## config.mk

```make
export PLATFORM = sky130hd
export DESIGN_NAME = branch_predictor_dual
export DESIGN_NICKNAME = d
export VERILOG_FILES = /design/src/rtl/bp_pkg.sv /design/src/rtl/bp_pattern_table.sv /design/src/rtl/branch_predictor_dual.sv
export SDC_FILE = /design/constraint.sdc
export NUM_CORES = 1
export LEC_CHECK = 0
export ABC_AREA = 1
export BUFFER_PORTS_ARGS = -buffer_cell sky130_fd_sc_hd__buf_2
export CORE_ASPECT_RATIO = 1.75
export CORE_MARGIN = 10
export CORE_UTILIZATION = 59
export DETAILED_ROUTE_END_ITERATION = 12
export PLACE_DENSITY_LB_ADDON = 0.1
export SLEW_MARGIN = 20
export SYNTH_ARGS = -nofsm -noshare
export SYNTH_HDL_FRONTEND = slang
export SYNTH_SLANG_ARGS = --single-unit
```

## constraint.sdc

```tcl
create_clock -name clock -period 4 [get_ports clock]
set_input_delay 0.8 -clock clock [delete_from_list [all_inputs] [get_ports clock]]
set_output_delay 0.8 -clock clock [all_outputs]
set_load 0.01 [all_outputs]
```

## src/rtl/bp_pkg.sv

```systemverilog
// Shared definitions for the dual-issue branch direction predictor.
// Opcode and counter encodings plus the saturating counter step.
package bp_pkg;

    localparam logic [4:0] OP_BNE = 5'b00010;
    localparam logic [4:0] OP_BLT = 5'b00110;
    localparam logic [4:0] OP_BEX = 5'b10110;

    localparam logic [1:0] CTR_SNT   = 2'b00;
    localparam logic [1:0] CTR_WNT   = 2'b01;
    localparam logic [1:0] CTR_WT    = 2'b10;
    localparam logic [1:0] CTR_ST    = 2'b11;
    localparam logic [1:0] CTR_RESET = CTR_WNT;

    function automatic logic [1:0] ctrNext(
        input logic [1:0] ctr,
        input logic       taken
    );
        if (taken) begin
            return (ctr == CTR_ST) ? CTR_ST : ctr + 2'd1;
        end
        return (ctr == CTR_SNT) ? CTR_SNT : ctr - 2'd1;
    endfunction

    function automatic logic isBranch(input logic [31:0] insn);
        return (insn[31:27] == OP_BNE) ||
               (insn[31:27] == OP_BLT) ||
               (insn[31:27] == OP_BEX);
    endfunction

endpackage

```

## src/rtl/bp_pattern_table.sv

```systemverilog
// Untagged table of 2-bit saturating counters with one read
// port (write bypass) and one training write port.
module bp_pattern_table
    import bp_pkg::*;
#(
    parameter int INDEX_BITS = 6
) (
    input  logic                  clock,
    input  logic                  reset_n,
    input  logic [INDEX_BITS-1:0] rdIdx,
    output logic [1:0]            rdCtr,
    input  logic                  wrEn,
    input  logic [INDEX_BITS-1:0] wrIdx,
    input  logic                  wrTaken
);

    localparam int DEPTH = 1 << INDEX_BITS;

    logic [1:0] ctrs [DEPTH];
    logic [1:0] wrCtr;

    assign wrCtr = ctrNext(ctrs[wrIdx], wrTaken);

    // Same-cycle training is visible to the lookup.
    assign rdCtr = (wrEn && (wrIdx == rdIdx)) ? wrCtr : ctrs[rdIdx];

    always_ff @(posedge clock or negedge reset_n) begin
        if (!reset_n) begin
            for (int i = 0; i < DEPTH; i++) begin
                ctrs[i] <= CTR_RESET;
            end
        end else if (wrEn) begin
            ctrs[wrIdx] <= wrCtr;
        end
    end

endmodule

```

## src/rtl/branch_predictor_dual.sv

```systemverilog
// Dual-lane branch direction predictor: F lookup, F/D register,
// X-stage training, mispredict flag and event counters.
module branch_predictor_dual
    import bp_pkg::*;
#(
    parameter int INDEX_BITS = 6
) (
    input  logic        clock,
    input  logic        reset_n,
    input  logic        fd_enable,
    input  logic        fd_flush,
    input  logic [31:0] f_pc_top,
    input  logic [31:0] f_pc_bot,
    input  logic [31:0] f_insn_top,
    input  logic [31:0] f_insn_bot,
    output logic        branchPredictedTaken,
    output logic        d_pred_lane,
    input  logic        x_valid,
    input  logic [31:0] x_pc,
    input  logic        x_taken,
    input  logic        x_predicted,
    output logic        mispredict,
    output logic [31:0] stat_branches,
    output logic [31:0] stat_mispredicts
);

    logic                  topBr;
    logic                  botBr;
    logic                  hasBr;
    logic                  selLane;
    logic [INDEX_BITS-1:0] lkIdx;
    logic [1:0]            lkCtr;
    logic                  nextPred;

    assign topBr = isBranch(f_insn_top);
    assign botBr = isBranch(f_insn_bot);

    // Top lane wins when both lanes hold branches.
    always_comb begin
        hasBr   = 1'b0;
        selLane = 1'b0;
        lkIdx   = f_pc_top[INDEX_BITS-1:0];
        unique case (1'b1)
            topBr: begin
                hasBr = 1'b1;
            end
            (!topBr && botBr): begin
                hasBr   = 1'b1;
                selLane = 1'b1;
                lkIdx   = f_pc_bot[INDEX_BITS-1:0];
            end
            default: ;
        endcase
    end

    bp_pattern_table #(
        .INDEX_BITS(INDEX_BITS)
    ) u_table (
        .clock  (clock),
        .reset_n(reset_n),
        .rdIdx  (lkIdx),
        .rdCtr  (lkCtr),
        .wrEn   (x_valid),
        .wrIdx  (x_pc[INDEX_BITS-1:0]),
        .wrTaken(x_taken)
    );

    assign nextPred   = hasBr & lkCtr[1];
    assign mispredict = x_valid & (x_taken ^ x_predicted);

    always_ff @(posedge clock or negedge reset_n) begin
        if (!reset_n) begin
            branchPredictedTaken <= 1'b0;
            d_pred_lane          <= 1'b0;
        end else if (fd_flush) begin
            branchPredictedTaken <= 1'b0;
            d_pred_lane          <= 1'b0;
        end else if (fd_enable) begin
            branchPredictedTaken <= nextPred;
            d_pred_lane          <= selLane;
        end
    end

    always_ff @(posedge clock or negedge reset_n) begin
        if (!reset_n) begin
            stat_branches    <= '0;
            stat_mispredicts <= '0;
        end else begin
            if (x_valid && (stat_branches != '1)) begin
                stat_branches <= stat_branches + 32'd1;
            end
            if (mispredict && (stat_mispredicts != '1)) begin
                stat_mispredicts <= stat_mispredicts + 32'd1;
            end
        end
    end

endmodule

```

# [Yosys cells after proc, flatten, opt, wreduce, memory -nomap -nowiden]
# Index checks and enable logic that the tools add are counted.
[word_totals] ff_bits=194 input_bits=167 out_inout_bits=67 wordCells=125
[classes] add_sub_neg=4 order_cmp=3 eq_ne=10 n_mux=22 bitwise=5 reduce_logical=13
[ops] operator="$bwmux 128" n=1
[ops] operator="$add 32x1->32 const B" n=2
[ops] operator="$ne 32x32->1 const B" n=2
[ops] operator="$bmux 2 s6" n=2
[ops] operator="$mux 2" n=10
[ops] operator="$ge 7x7->1 const B" n=2
[ops] operator="$not 6->7" n=2
[ops] operator="$demux 2 s6" n=1
[ops] operator="$eq 5x2->1 const B" n=2
[ops] operator="$eq 5x3->1 const B" n=2
[ops] operator="$eq 5x5->1 const B" n=2
[ops] operator="$lt 7x1->1 const B" n=1
[ops] operator="$mux 1" n=7
[ops] operator="$eq 6x6->1" n=1
[ops] operator="$mux 6" n=1
[ops] operator="$logic_and 1x1->1" n=5
[ops] operator="$logic_or 1x1->1" n=4
[ops] operator="$add 2x1->2 const B" n=1
[ops] operator="$and 1x1->1" n=2
[ops] operator="$eq 2x2->1 const B" n=1
[ops] operator="$logic_not 2->1" n=1
[ops] operator="$reduce_bool 2->1" n=1
[ops] operator="$reduce_or 2->1" n=1
[ops] operator="$sub 2x1->2 const B" n=1
[ops] operator="other kinds (2)" n=2

# [Logic depth before layout (Yosys ltp)]
[depth] word_depth=14 ltp_mapped=19

# [Hierarchy]
# Synthesis repeated with hierarchy kept, for this count alone.
[hier_totals] hier_cells=2128 area_unflattened_um2=13192.7
[modules_own_cells] mod="bp_pattern_table" instances=1 cells_each=1388 area_each_um2=8554.5
[modules_own_cells] mod="branch_predictor_dual" instances=1 cells_each=740 area_each_um2=4638.2

# [Worst setup path before layout]
# Ideal clock, no wire load.
[synth_path] path_kind="input port to flip-flop" startpoint="input x_pc[0]" endpoint="register u_table.ctrs[69] (netlist name)" setup_time_ps=139 t_arrival_ps=2430 required_time_ps=3861 setup_slack_ps=1432 stages=14 cell_sequence="buf_4 > nand3_1 > inv_2 > buf_4 > a22oi_1 > nand3_1 > o21ai_0 > nand2_1 > nor2_2 > nand3_2 > nand2_1 > buf_4 > buf_6 > a31oi_1"
[synth_between] elab_chain_len=9
[synth_rtl] item="from (decl)" line_no="branch_predictor_dual.sv:19" source="input logic [31:0] x_pc,"
[synth_rtl] item="$not 6->7 (implied by the code) *" line_no="bp_pattern_table.sv:22, bp_pattern_table.sv:33"
[synth_rtl] item="$bmux 2 s6" line_no="bp_pattern_table.sv:22" source="assign wrCtr = ctrNext(ctrs[wrIdx], wrTaken);"
[synth_rtl] item="$mux 2 (implied by the code) (2 in a row)" line_no="bp_pattern_table.sv:22"
[synth_rtl] item="$add 2x1->2 or $eq 2x2->1 (tied branches)" line_no="bp_pkg.sv:20" source="return (ctr == CTR_ST) ? CTR_ST : ctr + 2'd1;"
[synth_rtl] item="$mux 2" line_no="bp_pkg.sv:20"
[synth_rtl] item="$mux 2" line_no="bp_pkg.sv:19" source="if (taken) begin"
[synth_rtl] item="$mux 2" line_no="bp_pkg.sv:22" source="return (ctr == CTR_SNT) ? CTR_SNT : ctr - 2'd1;"
[synth_rtl] item="$bwmux 128 *" line_no="bp_pattern_table.sv:33" source="ctrs[wrIdx] <= wrCtr;"
[synth_rtl] item="to (signal, indexed assignment)" line_no="bp_pattern_table.sv:33"
[synth_rtl] item="to (decl)" line_no="bp_pattern_table.sv:19" source="logic [1:0] ctrs [DEPTH];"
# Every way passes the cells marked *; elsewhere a longest branch is shown, timed or not. The select of a mux whose other input is x is not followed.
# A chain may end at the register's enable or synchronous reset.

# [Final worst setup path]
[layout_path] startpoint="input x_pc[0]" endpoint="register u_table.ctrs[109] (netlist name)"
# The elaborated chain is that of the path after synthesis.

==> impl_results.md <==
- Initial Utilization: 60.50%
- Kind of critical path: in -> reg
- FF-to-FF End: stat_mispredicts[19]
- Layout Cells excl Fill: 1653
- Initial antenna violation count: 0
- CTS tree: yes
- Congestion Overflow GR: 0
- Hold Fails Final Rpt: 0
- Iteration count of the initial detailed-routing pass: 6
- Synth Cell Area: 0.01030 mm2
- CTS H-tree lvls: 4
- Resize count post-CTS: 0
- Crit path DAT: 3.42 ns
- Crit share post-route: 77.65%
- Syn Area/Cell: 7.888 um2
- # DRC: 0
- First-pass GRT wire length: 48.53 mm
- Minimum clock period: 3.106 ns
- Area of the multi-input gates: 0.004674 mm2
- DR WL/cell: 18.16 um
- Clk_lat worst skew: 0.45 ns
- Post-Syn Instances: 1306
- Largest net degree at the start of global routing: 104
- Type of the worst min-delay path: in -> async
- MaxCap Viol Count: 0
- Worst Setup SP: x_pc[0]
- Root Driver: clkbuf_16
- Clock Skew: 0.008501 ns
- Post-route ant nets: 0
- DR vias/cell: 5.724
- Flop-to-flop setup slack: 1.27 ns
- Die X-Extent: 119.9 um
- Outcome: finished, final reports clean
- # port buffers: 101
- Nets: 1582
- FF-to-FF Start: stat_mispredicts[0]
- Detailed-route via count: 9461
- Achievable Freq: 322.0 MHz
- Post-placement cell count: 1621
- Slew headroom: 40.97%
- TNS Setup: 0 ns
- Die height: 194.8 um
- Power Density: 473.7 mW/mm2
- Vias in the first global route: 9482
- Inserted Diodes: 0
- R2R depth: 13
- RSZ-0062 raised after global routing: no
- Final setup vio count: 0
- Std-Cell Rows: 63
- Final wirelength: 30.01 mm
- Critical path launch point type: input port
- Setup bufs post-CTS: 0
- I/O pin count: 234
- Layout cells sized above 1: 17.25%
- Syn. warnings: 0
- CTS buffer count: 17
- CP Data Required Time: 4.32 ns
- Register area: 0.004935 mm2
- Clock Path Buffers: 2
- Final HPWL DP: 20.90 mm
- Clock slew at reported path FFs: 0.07 ns
- Sequential area share after synthesis: 47.90%
- Register bit total from synthesis: 194
- Starting DRT DRC Count: 952
- Crit. End Element: flop
- Filler cell count: 1488
- Synthesized Nets: 1475
- Core Region: 0.01703 mm2
- Leakage: 0.005479 uW
- Maximum vdd ir drop: 0.3502 mV
- P&R area growth vs syn: 13.13%
- Routability cong.: 0.9843
- Maximum net fanout on the critical path: 24
- Die ar.: 0.02335 mm2
- CTS Hold Buffers Added: 0
- Clk sinks: 194
- Cell variety after synth: 33
- Slew @ Worst Pin: 0.8854 ns
- Gr usage total: 25.82%
- Final Max Slew Viols: 0
-- cells in the final DEF, fill, tap and decap left out, drive strengths merged, types with 3 or more instances in the layout --
master  count
a21oi      66
xnor2      21
nor2      236
nand2     298
bufinv      3
clkbuf     19
nand3     113
o21ai      31
inv       111
nand4      33
dfrtp     130
dfstp      64
nor3       41
a22oi      19
clkinv      6
a31oi      56
xor2       42
buf       125
-- worst max-delay path by stage --
stage	endpoint	slack [ns]
3_5_place_dp	u_table.ctrs[109]	0.51
5_1_grt	stat_mispredicts[19]	0.76
6_report	u_table.ctrs[109]	0.89
3_3_place_gp	u_table.ctrs[41]	0.57
4_1_cts	u_table.ctrs[109]	0.97
2_1_floorplan	u_table.ctrs[69]	1.43
-- logic make-up after synthesis --
logic type	after synthesis	synth area share, %
adders and majority gates	2	0.2429
xor gates and xnor gates	63	5.356
and+or+nand+nor	724	29.76
DFF	194	47.90
AOI/OAI and AO/OA	177	9.996
buffers and inverters	146	6.741
-- flip-flops by register name, indices dropped and copies added, names as in the netlist --
| name | count |
|---|---|
| u_table.ctrs | 128 |
| stat_branches | 32 |
| stat_mispredicts | 32 |
| branchPredictedTaken | 1 |
| d_pred_lane | 1 |
-- per-stage QoR --
| stage | instance area [um2] | power (uW) | setup WS (ns) | hold slack, ns | utilization [%] |
|---|---|---|---|---|---|
| 6_report | 11650 | 5520 | 0.8940 | 0.4195 | 68.45 |
| 5_1_grt | 11650 | 5798 | 0.7621 | 0.4874 | 68.45 |
| 4_1_cts | 11650 | 5539 | 0.9703 | 0.4813 | 68.45 |
| 3_5_place_dp | 11040 | 3745 | 0.5063 | 0.4705 | 64.83 |
| 3_3_place_gp | 11040 | 3702 | 0.5663 | 0.4645 | 64.83 |
| 2_1_floorplan | 10300 | 3357 | 1.432 | 0.4513 | - |
-- critical path, cell delays in order --
cell	delay [ns]
buf_2	0.17
nand3_1	0.25
inv_2	0.27
a22oi_1	0.23
nand2_1	0.09
o21ai_0	0.42
nand2_1	0.10
nor2_1	0.19
nand2_1	0.09
nand2_2	0.08
buf_4	0.23
buf_4	0.33
a31oi_1	0.14
-- synthesized netlist by cell type --
| library cell | n | area [um2] |
|---|---|---|
| dfrtp_1 | 130 | 3253 |
| nand4_1 | 33 | 206.5 |
| nor2_1 | 235 | 882.1 |
| nand2_1 | 296 | 1111 |
| o21ai_1 | 6 | 30.03 |
| dfstp_2 | 64 | 1682 |
| a22oi_2 | 1 | 12.51 |
| inv_2 | 8 | 30.03 |
| xor2_1 | 42 | 367.9 |
| a41oi_1 | 1 | 8.760 |
| o21ai_0 | 23 | 115.1 |
| nor3_4 | 2 | 32.53 |
| or2_2 | 1 | 6.260 |
| nand2_2 | 1 | 6.260 |
| xnor2_1 | 21 | 183.9 |
| buf_2 | 9 | 45.04 |
| nor4_1 | 2 | 12.51 |
| ha_1 | 2 | 25.02 |
| clkbuf_1 | 7 | 26.28 |
| a21oi_1 | 66 | 330.3 |
| inv_1 | 100 | 375.4 |
| o21ai_2 | 2 | 17.52 |
| nor3_1 | 39 | 195.2 |
| o22ai_1 | 2 | 12.51 |
| nand2_4 | 1 | 11.26 |
| buf_4 | 8 | 60.06 |
| a31oi_1 | 56 | 350.3 |
| a22oi_1 | 18 | 135.1 |
| nand3_1 | 107 | 535.5 |
| nand3_2 | 6 | 60.06 |
| buf_6 | 14 | 157.7 |
| o2111ai_1 | 2 | 17.52 |
| nor2_2 | 1 | 6.260 |
-- final cells by class --
| class | count | share of cell area, % |
|---|---|---|
| clock buffer | 18 | 3.769 |
| clock inverter | 14 | 1.514 |
| sequential | 194 | 42.34 |
| multi-input combinational | 966 | 40.11 |
| tap | 227 | 2.437 |
| timing repair buffer | 126 | 6.345 |
| inverter | 108 | 3.479 |
-- routing by layer --
metal	track usage (%)	routed length (um)	up-vias
met2	43.37	14950	402
met1	29.97	11650	4434
met5	0	0	-
li1	-	-	4539
met4	13.95	1326	0
met3	5.340	2085	86
-- where the power goes --
part | leakage [uW] | internal [uW] | switching, uW
clock | 0.000297 | 1010 | 792
combinational | 0.00284 | 399 | 670
sequential | 0.00234 | 2390 | 265
Note: power is estimated with default switching activity, not from simulation.
